`src/rtl/xaddr_periph_ctrl_pkg.sv`:
```
// Shared address map, bus widths and read-source decode for the external peripheral bus.
// DISPLAY0..DISPLAY0+MAX_DISP-1 is reserved as one contiguous block of display channels.
package xaddr_periph_ctrl_pkg;

   localparam int unsigned EXT_ADDR_W = 8;
   localparam int unsigned DATA_W     = 8;
   localparam int unsigned MAX_DISP   = 8;

   localparam logic [EXT_ADDR_W-1:0] LED_BASE     = 8'h00;
   localparam logic [EXT_ADDR_W-1:0] SWITCH_BASE  = 8'h01;
   localparam logic [EXT_ADDR_W-1:0] BUTTON_BASE  = 8'h02;
   localparam logic [EXT_ADDR_W-1:0] BTN_RAW_BASE = 8'h03;
   localparam logic [EXT_ADDR_W-1:0] TIMER_BASE   = 8'h04;
   localparam logic [EXT_ADDR_W-1:0] LFSR_BASE    = 8'h05;
   localparam logic [EXT_ADDR_W-1:0] STATUS_BASE  = 8'h06;
   localparam logic [EXT_ADDR_W-1:0] DISPLAY0     = 8'h10;

   typedef enum logic [2:0] {
      SRC_NONE,
      SRC_SWITCH,
      SRC_BUTTON,
      SRC_BTN_RAW,
      SRC_TIMER,
      SRC_LFSR,
      SRC_STATUS
   } rd_src_t;

   function automatic rd_src_t rd_decode(input logic [EXT_ADDR_W-1:0] a);
      rd_src_t src;
      case (a)
         SWITCH_BASE:  src = SRC_SWITCH;
         BUTTON_BASE:  src = SRC_BUTTON;
         BTN_RAW_BASE: src = SRC_BTN_RAW;
         TIMER_BASE:   src = SRC_TIMER;
         LFSR_BASE:    src = SRC_LFSR;
         STATUS_BASE:  src = SRC_STATUS;
         default:      src = SRC_NONE;
      endcase
      return src;
   endfunction

endpackage

```
`src/rtl/xaddr_periph_ctrl_sync.sv`:
```
// xsync_edge: two-flop synchroniser for asynchronous inputs, plus a rising-edge
// pulse derived from the synchronised value.
module xsync_edge #(
   parameter int unsigned W = 1
) (
   input  logic         clk,
   input  logic         rst_n,
   input  logic [W-1:0] d,
   output logic [W-1:0] q,
   output logic [W-1:0] rise
);

   logic [W-1:0] s1;
   logic [W-1:0] prev;

   always_ff @(posedge clk) begin
      if (!rst_n) begin
         s1   <= '0;
         q    <= '0;
         prev <= '0;
      end else begin
         s1   <= d;
         q    <= s1;
         prev <= q;
      end
   end

   assign rise = q & ~prev;

endmodule

```
`src/rtl/xaddr_periph_ctrl.sv`:
```
// External-bus address decoder for board I/O: combinational write strobes,
// registered read mux, sticky clear-on-read button flags and a sticky bus error flag.
module xaddr_periph_ctrl
   import xaddr_periph_ctrl_pkg::*;
#(
   parameter int unsigned SW_W   = 7,
   parameter int unsigned BTN_W  = 4,
   parameter int unsigned LFSR_W = 3,
   parameter int unsigned N_DISP = 4
) (
   input  logic                  clk,
   input  logic                  rst_n,
   input  logic [EXT_ADDR_W-1:0] addr,
   input  logic                  rd_en,
   input  logic                  wr_en,
   input  logic [SW_W-1:0]       switch_in,
   input  logic [BTN_W-1:0]      button_in,
   input  logic [LFSR_W-1:0]     lfsr_in,
   input  logic                  timer_in,
   output logic [DATA_W-1:0]     data_out,
   output logic                  rd_valid,
   output logic                  led_sel,
   output logic [N_DISP-1:0]     display_sel,
   output logic                  timer_sel,
   output logic                  bus_err
);

   logic [SW_W-1:0]  sw_s;
   logic [SW_W-1:0]  sw_rise_unused;
   logic [BTN_W-1:0] btn_s;
   logic [BTN_W-1:0] btn_rise;
   logic [BTN_W-1:0] btn_flags;

   xsync_edge #(.W(SW_W)) u_sw_sync (
      .clk   (clk),
      .rst_n (rst_n),
      .d     (switch_in),
      .q     (sw_s),
      .rise  (sw_rise_unused)
   );

   xsync_edge #(.W(BTN_W)) u_btn_sync (
      .clk   (clk),
      .rst_n (rst_n),
      .d     (button_in),
      .q     (btn_s),
      .rise  (btn_rise)
   );

   logic              rd_ok;
   logic              wr_ok;
   logic              conflict;
   logic              status_wr;
   logic              wr_mapped;
   logic              btn_clear;
   logic              err_now;
   rd_src_t           rd_src;
   logic [DATA_W-1:0] rd_data;

   // Simultaneous rd_en/wr_en is treated as a bus error with neither access taking effect.
   always_comb begin
      conflict    = rd_en & wr_en;
      rd_ok       = rd_en & ~wr_en;
      wr_ok       = wr_en & ~rd_en;
      rd_src      = rd_decode(addr);

      led_sel     = wr_ok && (addr == LED_BASE);
      timer_sel   = wr_ok && (addr == TIMER_BASE);
      status_wr   = wr_ok && (addr == STATUS_BASE);
      display_sel = '0;
      for (int unsigned i = 0; i < N_DISP; i++) begin
         display_sel[i] = wr_ok && (addr == DISPLAY0 + EXT_ADDR_W'(i));
      end
      wr_mapped   = led_sel | timer_sel | status_wr | (|display_sel);

      btn_clear   = rd_ok && (rd_src == SRC_BUTTON);
      err_now     = conflict | (rd_ok && (rd_src == SRC_NONE)) | (wr_ok & ~wr_mapped);

      rd_data = '0;
      case (rd_src)
         SRC_SWITCH:  rd_data = DATA_W'(sw_s);
         SRC_BUTTON:  rd_data = DATA_W'(btn_flags);
         SRC_BTN_RAW: rd_data = DATA_W'(btn_s);
         SRC_TIMER:   rd_data = DATA_W'(timer_in);
         SRC_LFSR:    rd_data = DATA_W'(lfsr_in);
         SRC_STATUS:  rd_data = DATA_W'(bus_err);
         default:     rd_data = '0;
      endcase
   end

   always_ff @(posedge clk) begin
      if (!rst_n) begin
         data_out  <= '0;
         rd_valid  <= 1'b0;
         bus_err   <= 1'b0;
         btn_flags <= '0;
      end else begin
         rd_valid <= rd_ok;
         if (rd_ok) begin
            data_out <= rd_data;
         end
         // A rising edge landing on the clearing read survives the clear.
         btn_flags <= (btn_flags & ~{BTN_W{btn_clear}}) | btn_rise;
         if (err_now) begin
            bus_err <= 1'b1;
         end else if (status_wr) begin
            bus_err <= 1'b0;
         end
      end
   end

endmodule
```
`config.mk`:
```
export PLATFORM = sky130hd
export DESIGN_NAME = xaddr_periph_ctrl
export DESIGN_NICKNAME = d
export VERILOG_FILES = /design/src/rtl/xaddr_periph_ctrl_pkg.sv /design/src/rtl/xaddr_periph_ctrl_sync.sv /design/src/rtl/xaddr_periph_ctrl.sv
export SDC_FILE = /design/constraint.sdc
export NUM_CORES = 1
export LEC_CHECK = 0
export CORE_UTILIZATION = 30
export DETAILED_ROUTE_END_ITERATION = 10
export SLEW_MARGIN = 20
export SYNTH_ARGS = -nofsm -noshare
export SYNTH_HDL_FRONTEND = slang
export SYNTH_SLANG_ARGS = --single-unit
```
`constraint.sdc`:
```
create_clock -name clk -period 2.5 [get_ports clk]
set_input_delay 0.375 -clock clk [delete_from_list [all_inputs] [get_ports clk]]
set_output_delay 0.375 -clock clk [all_outputs]
set_load 0.01 [all_outputs]
```
-- Word level (Yosys, flattened, before mapping)
Index checks and enable logic that the tools add are counted.
- flip-flop bits (word level): 40
- input bits: 27
- output and inout bits: 16
- eq/ne operators: 16
- multiplexer cells: 4
- bitwise logic cells: 17
- reductions and logical operators: 13
- operators by type and width (operator ; count):
    7-bit case mux with 6 select lines ; 1
    8-bit by 5-bit == test with 1-bit output (second input constant) ; 4
    8-bit by 3-bit == test with 1-bit output (second input constant) ; 3
    3-bit case mux with 6 select lines ; 1
    8-bit by 2-bit == test with 1-bit output (second input constant) ; 2
    3-bit == test (second input constant) ; 3
    1-bit logical AND ; 9
    4-bit AND ; 2
    8-bit by 1-bit == test with 1-bit output (second input constant) ; 1
    8-bit zero test ; 1
    4-bit inverter ; 2
    3-bit by 2-bit == test with 1-bit output (second input constant) ; 2
    1-bit bitwise OR ; 5
    1-bit AND ; 4
    4-bit bitwise OR ; 1
    4-bit OR reduction ; 1
    3-bit by 1-bit == test with 1-bit output (second input constant) ; 1
    3-bit zero test ; 1
    1-bit inverter ; 3
    1-bit 2-to-1 mux ; 2
    2-bit nonzero test ; 1

-- Depth between registers and ports, before layout
Gate-level depths: netlist of run 1.
- depth in word-level cells: 10
- depth in mapped cells: 5

-- Hierarchy
Synthesis of run 1 repeated with hierarchy kept, for this count alone.
- cells, all modules: 182
- area total of the unflattened synthesis: 1786.7 sq um
- modules (own cells, without submodules) (module ; instances ; cells an instance ; area an instance (sq um)):
    xaddr_periph_ctrl ; 1 ; 102 ; 814.5
    xsync_edge at u_sw_sync ; 1 ; 51 ; 610.6
    xsync_edge at u_btn_sync ; 1 ; 29 ; 361.6

-- Worst setup path after synthesis of run 1
OpenSTA, ideal clock, no wires.
- kind: input port to output port
- from: input addr[5]
- to: output led_sel
- arrival time: 1.385 ns
- data required time: 2.125 ns
- slack: 0.740 ns
- cell stages on the path: 3
- buffers on the path: 0
- path through: or4_4 > nor3_1 > and3_1
- word-level cells in the longest chain between the ends: 2
- RTL lines (element ; line ; text):
    start, declared ; xaddr_periph_ctrl.sv:13 ; input logic [EXT_ADDR_W-1:0] addr,
    8-bit zero test ; xaddr_periph_ctrl.sv:67 ; led_sel = wr_ok && (addr == LED_BASE);
    1-bit logical AND ; xaddr_periph_ctrl.sv:67 ;
    end, declared ; xaddr_periph_ctrl.sv:22 ; output logic led_sel,
No other way between the ends.

-- Worst setup path in the final report of run 1
- from: input addr[5]
- to: output display_sel[0]
- word-level cells in the longest chain between the ends: 2
- RTL lines (element ; line ; text):
    8-bit by 5-bit == test with 1-bit output ; xaddr_periph_ctrl.sv:72 ; display_sel[i] = wr_ok && (addr == DISPLAY0 + EXT_ADDR_W'(i));
    1-bit logical AND ; xaddr_periph_ctrl.sv:72 ;
    end, declared ; xaddr_periph_ctrl.sv:23 ; output logic [N_DISP-1:0] display_sel,
No other way between the ends.

==> metrics.yaml, run 1 <==
status: "complete, but fails checks"
violations: "DRC"
area_growth_pct: 41.8
final_cell_mix: "dfxtp_1, clkdlybuf4s50_1, and2_1"
io-pin-count: 43
postCtsHoldBufs: 0
grt_pass1_wl_mm: 4.97
worstSetupEndpointType: "primary output"
port_buffers: 41
setup_viol: 0
grt_max_degree: 33
cts_resized: 4
worst_slack_ns: 0.117
num_vias: 1133
irDropWorstVdd_v: 0.000343
dieHeight_um: 71.1
antenna_cells: 0
seq_area_frac_synth_pct: 54.5
grt_use_total_pct: 12.7
final.setup_skew_ns: 0.00278
p_leak_nw: 0.845
holdCritPathClass: "reg -> reg"
ys_seq_elements: 39
gp_congestion: 0.746
routedWlPerCell_um: 11.9
crit_type: "in -> out"
initial_utilization_pct: 32.0
slew_viol_final: 0
p_per_area_nw_per_um2: 565
drc: 8
grt_pass1_vias: 1113
cts_buffer_depth: 2
antenna_found_initial: 0
placed_cell_area_um2: 1930
drtIter0Drc: 27
stdcell_area_um2: 2030
max_clock_freq_mhz: 420
worst_setup_path_start_kind: "primary input"
cts.sinks: 39
cp.arrival_ns: 2.01
clock_latency_ns: 0.28
root_buffer: "clkbuf_8"
vias_per_cell: 4.64
avgSynthCellArea_um2: 9.87
rows: 24
nets: 220
path_max_fanout: 4
drive_gt1_share_pct: 10.9
cts_tree: "yes"
die_w_um: 71.1
h-tree-depth: 2
syn_area_um2: 1430
synth_cell_type_count: 29
dp_slack_ns: -0.125
fin_crit_ns: 2.38
numCtsBuffers: 5
clkTransAtPathRegs_ns: 0.06
reg2regPathDepth: 4
cts_setup_buffers: 0
yosys_warnings: 0
dp.final_hpwl_mm: 2.17
synth_cells: 145
grt-ovfl-total: 0
core-area_um2: 4470
fin_tns_setup_ns: 0
hold_depth: 1
ant_nets: 0
mappedNetlistNets: 172
drtPass1Iterations: 7
cap_violations: 0
required_ns: 2.12
grt_setup_unrepaired: "no"
drt-total-wl_mm: 2.89
hold_viol: 0
fin_crit_sh_pct: 95.3
die_area_um2: 5050
==> sequential cells by signal, summed over array words and instances, names as in the netlist <==
name / cells
btn_flags: 4
bus_err: 1
data_out: 7
rd_valid: 1
u_btn_sync.prev: 4
u_btn_sync.q: 4
u_btn_sync.s1: 4
u_sw_sync.q: 7
u_sw_sync.s1: 7
==> critical path: stages <==
cell and delay [ns]:
clkdlybuf4s50_1 0.46, nor4_4 0.32, nand3_2 0.14, nor3_1 0.15, clkdlybuf4s50_1 0.56
==> per-layer routing <==
layer | global-route usage [%] | wire length (um)
met5 | 0 | 0
met4 | 5.33 | 51
met3 | 4.84 | 212
met2 | 20.2 | 1290
met1 | 15.5 | 1340
==> area by class of cell <==
cell class / instances / area [um2]
Clock buffer: 6 / 72.6
Fill cell: 451 / 2440
Inverter: 6 / 22.5
Multi-Input combinational cell: 92 / 621
Sequential cell: 39 / 781
Tap cell: 52 / 65.1
Timing Repair Buffer: 49 / 468
==> synthesized netlist by cell type <==
cell / number / area (um2)
a21o_1: 1 / 7.51
a21oi_1: 1 / 5.00
a22o_1: 6 / 52.6
a32o_1: 1 / 10.0
and2_1: 24 / 150
and2_2: 1 / 7.51
and3_1: 2 / 12.5
and3b_1: 2 / 17.5
buf_2: 1 / 5.00
buf_4: 1 / 7.51
clkbuf_1: 6 / 22.5
conb_1: 1 / 3.75
dfxtp_1: 39 / 781
inv_1: 6 / 22.5
mux2_2: 1 / 11.3
mux2i_1: 7 / 70.1
nand2_1: 12 / 45.0
nand2b_1: 3 / 18.8
nand3_1: 1 / 5.00
nor2_1: 5 / 18.8
nor2b_1: 5 / 31.3
nor3_1: 5 / 25.0
nor4_1: 1 / 6.26
nor4_2: 1 / 12.5
o21ai_0: 2 / 10.0
o22ai_1: 7 / 43.8
o32ai_1: 1 / 8.76
o41ai_1: 1 / 8.76
or4_4: 1 / 11.3
==> where the power goes <==
group	internal, W	leakage (nW)	switching (W)
Combinational	0.0000732	0.487	0.0000501
Clock	0.000185	0.0371	0.000183
Sequential	0.000646	0.320	0.00000783
Total	0.000904	0.845	0.000241
==> final timing paths <==
check / from / end / slack [ns]
worst max register to register: u_btn_sync.q[3]$_SDFF_PN0_ / data_out[3]$_SDFFE_PN0P_ / 1.43
worst max-delay path: addr[5] / display_sel[0] / 0.12
worst min-delay path: u_btn_sync.prev[3]$_SDFF_PN0_ / btn_flags[3]$_SDFF_PN0_ / 0.41
worst min register to register: u_btn_sync.prev[3]$_SDFF_PN0_ / btn_flags[3]$_SDFF_PN0_ / 0.41
==> cell families after synthesis <==
kind of cell           share of synthesized area, %
DFF                                            54.5
AOI/OAI and AO/OA                              10.2
other                                         0.262
and+or+nand+nor                                25.3
buffers and inverters                          4.02
muxes                                          5.68
==> through the flow <==
stage | util, % | cells | power [W] | hold WS (ns)
floorplan | - | 145 | 0.000721 | 0.388
global placement | 43.2 | 238 | 0.000785 | 0.391
detailed placement | 43.2 | 238 | 0.000788 | 0.400
CTS | 45.0 | 244 | 0.00116 | 0.409
global route | 45.4 | 244 | 0.00120 | 0.416
finish | 45.4 | 244 | 0.00115 | 0.406
No activity file was read; power rests on OpenSTA's default activity.
==> run 2: changes to the inputs <==
--- a/config.mk
+++ b/config.mk
@@ -5,8 +5,11 @@
 export SDC_FILE = /design/constraint.sdc
 export NUM_CORES = 1
 export LEC_CHECK = 0
-export CORE_UTILIZATION = 30
+export CELL_PAD_IN_SITES_DETAIL_PLACEMENT = 2
+export CELL_PAD_IN_SITES_GLOBAL_PLACEMENT = 2
+export CORE_UTILIZATION = 29
 export DETAILED_ROUTE_END_ITERATION = 10
+export PLACE_DENSITY_LB_ADDON = 0.1
 export SLEW_MARGIN = 20
 export SYNTH_ARGS = -nofsm -noshare
 export SYNTH_HDL_FRONTEND = slang
==> metrics.yaml, run 2 (synthesized netlist as in run 1, its figures left out) <==
status: "completed"
grt_use_total_pct: 16.1
drt-total-wl_mm: 3.70
clock_latency_ns: 0.29
required_ns: 2.12
h-tree-depth: 2
worst_setup_path_start_kind: "primary input"
fin_cells: 263
power_switching_w: 0.000266
ant_nets: 0
antenna_found_initial: 0
p_leak_nw: 0.872
p_per_area_nw_per_um2: 593
drc: 0
cap_violations: 0
power.internal_w: 0.000972
drive_gt1_share_pct: 13.3
postCtsHoldBufs: 0
largestRegisters: "data_out (7), u_sw_sync.q (7), u_sw_sync.s1 (7)"
die_w_um: 72.3
root_buffer: "clkbuf_8"
final.setup_skew_ns: 0.00421
setup_viol: 0
slowest_stage: "clkdlybuf4s50_1"
numCtsBuffers: 5
power_frac_seq_pct: 52.8
nets: 222
routedWlPerCell_um: 14.1
fin_crit_ns: 2.40
cts_buffer_depth: 2
grt_max_degree: 33
grt_pass1_wl_mm: 6.17
crit_path_frequent_cell: "clkdlybuf4s50_1"
cts_setup_buffers: 0
grt_setup_unrepaired: "no"
worstSetupEndpointType: "primary output"
hold_viol: 0
area_growth_pct: 45.7
num_vias: 1177
fin_crit_sh_pct: 95.9
whs_ns: 0.432
rows: 25
switching_share_pct: 21.5
grt_pass1_vias: 1266
crit_path_cell_trace: "clkdlybuf4s50_1 > nor4_2 > nand3_2 > nor2_1 > clkdlybuf4s50_1"
power_frac_clock_pct: 36.7
final_common_cell: "dfxtp_1"
drtIter0Drc: 35
initial_utilization_pct: 30.3
port_buffers: 41
antenna_cells: 0
cts_tree: "yes"
cts.sinks: 39
dieHeight_um: 72.3
irDropWorstVdd_v: 0.000342
clkTransAtPathRegs_ns: 0.07
final_cell_mix: "dfxtp_1, clkdlybuf4s50_1, and2_1"
max_clock_freq_mhz: 417
core-area_um2: 4720
drtPass1Iterations: 4
path_max_fanout: 4
placed_cells_incl_taps: 255
die_area_um2: 5220
holdCritPathClass: "reg -> reg"
max_stage_delay_ns: 0.54
cp.arrival_ns: 2.02
crit_type: "in -> out"
grt-ovfl-total: 0
io-pin-count: 43
dp.final_hpwl_mm: 2.87
slew_viol_final: 0
comb_power_share_pct: 10.5
gp_congestion: 0.743
vias_per_cell: 4.48
## run 2: changes by cell type in the layout (fill, tap and decap cells not counted), sizes merged
| cell | previous run | this run |
|---|---|---|
| clkdlybuf4s50 | 39 | 38 |
| buf | 8 | 10 |
| dlygate4sd2 | 2 | 3 |
| clkbuf | 6 | 8 |
## run 2: worst paths after layout
check	start	end	slack, ns	cells after the start
setup / recovery	addr[5]	display_sel[1]	0.10	5
hold / removal	u_btn_sync.s1[2]$_SDFF_PN0_	u_btn_sync.q[2]$_SDFF_PN0_	0.43	1
setup reg to reg	bus_err$_SDFFE_PN0P_	data_out[0]$_SDFFE_PN0P_	1.40	4
hold reg to reg	u_btn_sync.s1[2]$_SDFF_PN0_	u_btn_sync.q[2]$_SDFF_PN0_	0.43	1
## run 2: metrics by stage
step	TNS [ns]	worst slack (ns)	total power, W	instance area (um2)	utilization (%)
after floorplan	0	0.740	0.000721	1430	-
after global placement	-0.152	-0.107	0.000790	1970	41.6
after detailed placement	-0.407	-0.158	0.000797	1970	41.6
after CTS	0	0.0426	0.00126	2080	44.1
after global routing	0	0.0222	0.00131	2090	44.2
final	0	0.103	0.00124	2090	44.2
## run 2: routing by layer
metal | global-route usage, % | wire length (um) | up-vias
met5 | 0 | 0 | -
met4 | 7.19 | 66 | 0
met3 | 5.14 | 218 | 7
met2 | 26.8 | 1830 | 36
met1 | 19.0 | 1580 | 550
li1 | - | - | 584
## run 2: critical path: cells and delay by family
family | cells | cell delay, ns
AND/OR/NAND/NOR | 3 | 0.67
buffers and inverters | 2 | 0.98
## run 2: repair_timing
action	in CTS	in global routing
pin swaps	1	0
gates cloned	0	0
resized for setup	7	1
endpoints found under the setup margin	6	3
## run 2: area by class of cell
class	instances	area, um2
fillers	507	2640
inverters	6	22.5
multi-input cells	92	617
repair buffers	51	482
clock buffers	8	100
well taps	67	83.8
flip-flops and latches	39	781
## run 2: power by group through the flow
stage / registers [W] / logic (W) / clock network, W
2_1_floorplan: 0.000666 / 0.0000549 / 0
3_3_place_gp: 0.000667 / 0.000123 / 0
3_5_place_dp: 0.000669 / 0.000129 / 0
4_1_cts: 0.000654 / 0.000132 / 0.000478
5_1_grt: 0.000656 / 0.000143 / 0.000516
6_report: 0.000654 / 0.000129 / 0.000454
